`config.mk`:
```
export PLATFORM = sky130hd
export DESIGN_NAME = hex_entry_flat
export DESIGN_NICKNAME = d
export VERILOG_FILES = /design/src/rtl/hex_entry_pkg.sv /design/src/rtl/hex_entry_if.sv /design/src/rtl/hex_entry_key_encode.sv /design/src/rtl/hex_entry.sv /design/src/flat_wrapper.sv
export SDC_FILE = /design/constraint.sdc
export NUM_CORES = 1
export LEC_CHECK = 0
export CAP_MARGIN = 20
export CORE_MARGIN = 2
export CORE_UTILIZATION = 30
export CTS_BUF_LIST = sky130_fd_sc_hd__clkbuf_2
export DETAILED_ROUTE_END_ITERATION = 8
export MAX_ROUTING_LAYER = met4
export PLACE_DENSITY = 0.5
export SYNTH_ARGS = -nofsm -noshare
export SYNTH_HDL_FRONTEND = slang
export SYNTH_SLANG_ARGS = --single-unit
```
`constraint.sdc`:
```
create_clock -name hz100 -period 4 [get_ports hz100]
set_clock_uncertainty 0.1 [all_clocks]
set_input_delay 0.8 -clock hz100 [delete_from_list [all_inputs] [get_ports hz100]]
set_output_delay 0.8 -clock hz100 [all_outputs]
set_load 0.03 [all_outputs]
```
`src/rtl/hex_entry_pkg.sv`:
```
// Shared constants and types for the keypad digit-entry stage.
package hex_entry_pkg;

  localparam int unsigned NDIG = 8;
  localparam int unsigned NKEY = 18;

  localparam logic [4:0] KEY_BKSP = 5'd16;
  localparam logic [4:0] KEY_CLR  = 5'd17;
  // Encoder valid flag value meaning "no button pressed".
  localparam logic       KEY_NONE = 1'b0;

  typedef enum logic [1:0] {StIdle, StWait, StHeld} state_e;

endpackage

```
`src/rtl/hex_entry_if.sv`:
```
// Button inputs and display-side outputs of hex_entry.
interface hex_entry_if;
  import hex_entry_pkg::*;

  logic [20:0]     pb;
  logic [31:0]     digits;
  logic [NDIG-1:0] en;
  logic [3:0]      count;
  logic            full;
  logic            strobe;

  modport master (output pb, input digits, en, count, full, strobe);
  modport slave  (input pb, output digits, en, count, full, strobe);

endinterface

```
`src/rtl/hex_entry_key_encode.sv`:
```
// key_encode: priority encoder, clear > backspace > highest-index hex key.
module hex_entry_key_encode
  import hex_entry_pkg::*;
(
  input  logic [NKEY-1:0] keys_i,
  output logic            valid_o,
  output logic [4:0]      code_o
);

  always_comb begin
    valid_o = |keys_i;
    code_o  = 5'd0;
    for (int i = 0; i < 16; i++) begin
      if (keys_i[i]) code_o = 5'(i);
    end
    if (keys_i[16]) code_o = KEY_BKSP;
    if (keys_i[17]) code_o = KEY_CLR;
  end

endmodule

```
`src/rtl/hex_entry.sv`:
```
// Synchronizes and debounces buttons, applies one edit action per press to an
// 8-digit hex register.
module hex_entry
  import hex_entry_pkg::*;
#(
  parameter int unsigned DEBOUNCE = 3
) (
  input logic       hz100,
  input logic       reset,
  hex_entry_if.slave kp
);

  localparam logic [3:0] LastCnt = 4'(DEBOUNCE - 1);

  logic [NKEY-1:0] sync1_q, sync2_q;
  logic            smp_valid;
  logic [4:0]      smp_code;

  state_e     state_q, state_d;
  logic [4:0] code_q, code_d;
  logic [3:0] cnt_q, cnt_d;
  logic       accept;

  logic [31:0] digits_q;
  logic [3:0]  count_q;
  logic        strobe_q;
  logic        unused_pb;

  assign unused_pb = ^kp.pb[20:18];

  always_ff @(posedge hz100 or posedge reset) begin
    if (reset) begin
      sync1_q <= '0;
      sync2_q <= '0;
    end else begin
      sync1_q <= kp.pb[NKEY-1:0];
      sync2_q <= sync1_q;
    end
  end

  hex_entry_key_encode u_key_encode (
    .keys_i (sync2_q),
    .valid_o(smp_valid),
    .code_o (smp_code)
  );

  always_ff @(posedge hz100 or posedge reset) begin
    if (reset) begin
      state_q <= StIdle;
      code_q  <= 5'd0;
      cnt_q   <= 4'd0;
    end else begin
      state_q <= state_d;
      code_q  <= code_d;
      cnt_q   <= cnt_d;
    end
  end

  always_comb begin
    state_d = state_q;
    code_d  = code_q;
    cnt_d   = cnt_q;
    unique case (state_q)
      StIdle: begin
        if (smp_valid != KEY_NONE) begin
          state_d = StWait;
          code_d  = smp_code;
          cnt_d   = 4'd1;
        end
      end
      StWait: begin
        if (smp_valid == KEY_NONE) begin
          state_d = StIdle;
        end else if (smp_code != code_q) begin
          code_d = smp_code;
          cnt_d  = 4'd1;
        end else if (cnt_q == LastCnt) begin
          state_d = StHeld;
        end else begin
          cnt_d = cnt_q + 4'd1;
        end
      end
      StHeld: begin
        // Only a full release re-arms; key changes while held are ignored.
        if (smp_valid == KEY_NONE) state_d = StIdle;
      end
      default: state_d = StIdle;
    endcase
  end

  always_comb begin
    accept = (state_q == StWait) && (smp_valid != KEY_NONE) &&
             (smp_code == code_q) && (cnt_q == LastCnt);
  end

  always_ff @(posedge hz100 or posedge reset) begin
    if (reset) begin
      digits_q <= 32'd0;
      count_q  <= 4'd0;
      strobe_q <= 1'b0;
    end else begin
      strobe_q <= accept;
      if (accept) begin
        if (code_q == KEY_CLR) begin
          digits_q <= 32'd0;
          count_q  <= 4'd0;
        end else if (code_q == KEY_BKSP) begin
          if (count_q != 4'd0) begin
            digits_q <= {4'h0, digits_q[31:4]};
            count_q  <= count_q - 4'd1;
          end
        end else if (count_q < 4'(NDIG)) begin
          digits_q <= {digits_q[27:0], code_q[3:0]};
          count_q  <= count_q + 4'd1;
        end
      end
    end
  end

  always_comb begin
    kp.en = '0;
    for (int i = 0; i < NDIG; i++) begin
      kp.en[i] = (4'(i) < count_q);
    end
  end

  assign kp.digits = digits_q;
  assign kp.count  = count_q;
  assign kp.full   = (count_q == 4'(NDIG));
  assign kp.strobe = strobe_q;

endmodule

```
`src/flat_wrapper.sv`:
```
// flat-port wrapper written by rule: the top's interface ports become plain ports
module hex_entry_flat import hex_entry_pkg::*;
#(
  parameter int unsigned DEBOUNCE = 3
)
  (hz100, reset, kp_pb, kp_digits, kp_en, kp_count, kp_full, kp_strobe);
  hex_entry_if kp_i ();
  input logic hz100;
  input logic reset;
  input wire logic [$bits(kp_i.pb)-1:0] kp_pb;
  output wire logic [$bits(kp_i.digits)-1:0] kp_digits;
  output wire logic [$bits(kp_i.en)-1:0] kp_en;
  output wire logic [$bits(kp_i.count)-1:0] kp_count;
  output wire logic [$bits(kp_i.full)-1:0] kp_full;
  output wire logic [$bits(kp_i.strobe)-1:0] kp_strobe;
  assign kp_i.pb = kp_pb;
  assign kp_digits = kp_i.digits;
  assign kp_en = kp_i.en;
  assign kp_count = kp_i.count;
  assign kp_full = kp_i.full;
  assign kp_strobe = kp_i.strobe;
  hex_entry #(.DEBOUNCE(DEBOUNCE)) u_core (.hz100(hz100), .reset(reset), .kp(kp_i));
endmodule
```
-- Word-level counts from Yosys, hierarchy flattened
Index checks and enable logic that the tools add are counted.
- register bits: 84
- bits in latches: 0
- RAM bits: 0
- memory bits (read-only): 0
- input port bits: 23
- output and inout bits: 46
- logic and storage cells: 88
- memories: 0
- add/sub/neg operators: 3
- multipliers: 0
- divide/modulo/power cells: 0
- order comparisons: 9
- equal/unequal tests: 16
- shift operators: 0
- multiplexer cells: 40
- bitwise gates (word level): 0
- reductions and logical operators: 12
- operator list (operator ; number):
    $mux 32 ; 4
    $mux 5 ; 19
    $mux 4 ; 8
    $reduce_or 18->1 ; 1
    $lt 3x4->1 const A ; 4
    $reduce_and 4->1 ; 3
    $eq 5x5->1 const B ; 2
    $mux 2 ; 5
    $pmux 5 s2 ; 1
    $add 4x1->4 const B ; 2
    $lt 1x4->1 const A ; 2
    $lt 2x4->1 const A ; 2
    $pmux 4 s2 ; 1
    $ne 2x1->1 const B ; 3
    $ne 3x2->1 const B ; 2
    $ne 3x3->1 const B ; 2
    $pmux 2 s3 ; 1
    $eq 5x5->1 ; 1
    $ne 5x5->1 ; 1
    $eq 4x2->1 const B ; 1
    $eq 4x4->1 const B ; 1
    $lt 4x4->1 const B ; 1
    $reduce_bool 4->1 ; 1
    $sub 4x1->4 const B ; 1
    9 further kinds ; 11

-- Depth between registers and ports, before layout
- depth after elaboration: 21
- depth in mapped cells: 9
- depth with buffers taken out: 8

-- Hierarchy
Synthesis repeated with hierarchy kept, for this count alone.
- cell total of the unflattened synthesis: 351
- area, all modules: 3721.1 um2
- by module, submodules not included (module ; times used ; cells each ; area an instance (um2) ; seq. area each (um2)):
    hex_entry ; 1 ; 319 ; 3540.9 ; 2102.0
    hex_entry_key_encode ; 1 ; 32 ; 180.2 ; 0.0

-- Least setup slack after synthesis
No wires, ideal clock.
- kind: reg-to-output
- from: register u_core.count_q[1], in the netlist u_core.kp.count[1]
- to: output kp_full
- arrival time: 1670 ps
- data required time: 3100 ps
- slack: 1430 ps
- cell stages (with the launch flop): 5
- buffers on the path: 0
- path through: dfrtp_1 inv_1 ha_1 inv_1 nor3b_1
- word-level cells in the longest chain between the ends: 1
- ends and longest elaborated chain (what ; line ; RTL):
    start, declared ; hex_entry.sv:25 ; logic [3:0] count_q;
    start signal, assigned ; hex_entry.sv:110 ; count_q <= count_q - 4'd1;
    start signal, assigned ; hex_entry.sv:114 ; count_q <= count_q + 4'd1;
    $eq 4x4->1 ; hex_entry.sv:129 ; assign kp.full = (count_q == 4'(NDIG));
    end, declared ; flat_wrapper.sv:14 ; output wire logic [$bits(kp_i.full)-1:0] kp_full;
Every way passes these cells.

-- Worst setup path after layout
Ends and elaborated chain as after synthesis.

==> flow_summary.toml <==
[status]
outcome = "finished clean"

[logic_synthesis]
yosysSeqAreaShare_pct = 56.9
synth.cell_area_um2 = 3700
synth_mux_area_share_pct = 0.914
synth_edf_count = 0
synth_xor_area_share_pct = 0.237
synth_adder_area_share_pct = 1.69
syn_area_per_cell_um2 = 10.2
synth-simple-area-share_pct = 19.2
async_flop_share_pct = 100
ys.flop_type = "dfrtp_1"
synthDistinctLibCells = 49
synth_top_family_by_area = "simple AND/OR/NAND/NOR gates"
yosys_warnings = 0
synth_nets = 390
ys_seq_elements = 84
synth_cells = 362
synth_compound_area_share_pct = 16.8

[critical_path]
path_common_cell = "inv_1"
rr_endpoint = "u_core.kp.digits[25]"
worst-path-max-fanout = 8
slowest_stage = "clkdlybuf4s50_1"
path_cells = "inv_1 -> ha_1 -> inv_1 -> nor3b_1 -> clkdlybuf4s50_1"
end_kind = "output port"
critPathMaxStageDelay_ps = 700
worstPathRequired_ps = 3100
criticalPathCategory = "reg -> out"
reg2reg_from = "u_core.code_q[1]"
start_kind = "flip-flop"
reg2reg_slack_ps = 880
arrival_ps = 2390
ff2ff_path_depth = 6

[grt]
grt_pass1_wl_mm = 13.1
overflow = 0
grt_util_all_layers_pct = 13.0
first_global_vias = 2612
grt_max_degree = 56
antenna_found_initial = 0

[detailed_routing]
ant_nets = 0
routedWlPerCell_um = 13.7
wirelength_mm = 7.82
vias = 2758
via_per_inst = 4.84
drtIter0Drc = 197
drc = 0
firstDrtPassIters = 4

[worst_hold_path]
hold_start = "u_core.sync1_q[13]"
hold_depth = 0
holdPathEnd = "u_core.sync2_q[13]"
min_path_type = "reg -> reg"

[timing]
fin_tns_setup_ps = 0
setup_viol = 0
fin_crit_sh_pct = 82.2
finalWorstSetupSlack_ps = 710
finalHoldViolCount = 0
grt_setup_unrepaired = "no"
final_max_slew_viol_count = 0
max_slew.worst_pin.slew_ps = 655
fmax_mhz = 304
period_needed_ps = 3290
slew-limit-headroom_pct = 56.3

[run]
maxCapViolCount = 0

[cts]
cts_made_buffers = 9
tritoncts = "yes"
htree_num_levels = 3
hold_buffers = 0
post_cts_buffers = 0
cts_resized = 0
clock_sinks = 84
clk_latency_ps = 530
root_buffer = "clkbuf_2"
clockBufferDepth = 2
path_clk_slew_ps = 230

[die]
rows = 40
die_w_um = 115
io_pins = 69
core_um2 = 12000
die-area_um2 = 13200
start_util_pct = 30.8
die_height_um = 115

[cells_and_area]
final_util_pct = 37.9
area_growth_pct = 23.3
antenna_cells = 0
final_cell_mix = "dfrtp_1 (84), clkdlybuf4s50_1 (65), nand2_1 (48)"
drive_gt1_share_pct = 6.86
fill_cells = 1209
final_common_cell = "dfrtp_1"
nets = 447

[power_and_ir_drop]
p_sw_uw = 575
power.density_nw_per_um2 = 371
p_comb_share_pct = 22.0
leakage_uw = 0.00187
internal_power_uw = 1120
power_frac_seq_pct = 55.9
p_clk_share_pct = 22.1
switching_share_pct = 34.0
ir_worst_vdd_v = 0.000147

[placement]
port_buffers = 65
gp_congestion = 0.784
pre_cts_ws_ps = 908
place_hpwl_mm = 5.28
==> metrics by stage <==
stage / total power (uW) / std cells / hold slack (ps) / cell area (um2)
detailed placement: 1340 / 554 / 235 / 4460
global route: 1800 / 570 / 293 / 4560
floorplan: 1190 / 362 / 231 / 3700
finish: 1690 / 570 / 267 / 4560
global placement: 1330 / 554 / 235 / 4460
CTS: 1720 / 569 / 283 / 4550
==> cell type report <==
cell class	instances	area, um2	area share (%)
sequential	84	2100	46.1
clock buffer	9	45.0	0.988
multi-input combinational	243	1440	31.6
inverter	11	42.5	0.933
tap	147	184	4.04
timing repair buffer	70	701	15.4
clock inverter	6	41.3	0.906
==> synth_stat cells (all sizes together) (2+ instances only) <==
cell     n  area, um2
nor2    13       48.8
buf      7       51.3
a21o     8       60.1
nand2b   4       25.0
ha       5       62.6
or4b     2       20.0
nand4    4       40.0
a21oi   37        185
nor2b    2       12.5
o22ai    3       18.8
nor3b   27        203
or3      5       31.3
a211o    2       17.5
a211oi   6       45.0
or2      2       12.5
mux2     3       33.8
nor3     7       35.0
inv     11       41.3
nor4     5       31.3
nand3    3       20.0
and4     2       17.5
clkbuf  17       66.3
nand2   48        180
dfrtp   84       2100
o21ai   38        190
==> worst max-delay path by stage <==
stage / startpoint / end / slack (ps) / depth (start not counted)
floorplan: reset / u_core.cnt_q[0] / 930 / 1
global placement: u_core.code_q[1] / u_core.kp.digits[16] / 920 / 6
detailed placement: u_core.code_q[1] / u_core.kp.digits[25] / 910 / 6
CTS: u_core.kp.count[1] / kp_full / 640 / 5
global route: u_core.kp.count[1] / kp_full / 500 / 5
finish: u_core.kp.count[1] / kp_full / 710 / 5
==> flip-flops by register name (all words and copies together), names as in the netlist <==
name,count
u_core.kp.count,4
u_core.kp.strobe,1
u_core.sync2_q,18
u_core.code_q,5
u_core.state_q,2
u_core.sync1_q,18
u_core.cnt_q,4
u_core.kp.digits,32
==> cells by family (layout without fill, tap and decap cells) <==
group | after synthesis | after routing
flip-flops | 84 | 84
AND/OR/NAND/NOR | 128 | 128
multiplexers | 3 | 3
AO/OA/AOI/OAI | 106 | 106
XOR/XNOR | 1 | 1
buffers and inverters | 35 | 96
adder cells (fa/ha/maj) | 5 | 5
==> power by group through the flow <==
stage	sequential, uW	combinational, uW	clock (uW)
floorplan	972	219	0
global placement	959	366	0
detailed placement	962	374	0
CTS	946	375	400
global route	957	411	436
finish	946	372	374
==> worst max-delay path: cells and delay by family (launching register included) <==
family,cells,cell delay (ps)
adders and majority gates,1,220
and+or+nand+nor,1,190
buffers and inverters,3,940
DFF,1,520
==> metal layers <==
layer | global-route usage (%) | share of wire, % | vias up
met3 | 3.06 | 3.8 | 9
met5 | - | 0 | -
met2 | 18.4 | 44 | 55
met4 | 5.06 | 1.5 | 0
li1 | - | - | 1396
met1 | 18.1 | 51 | 1298
No activity file was read; power rests on OpenSTA's default activity.
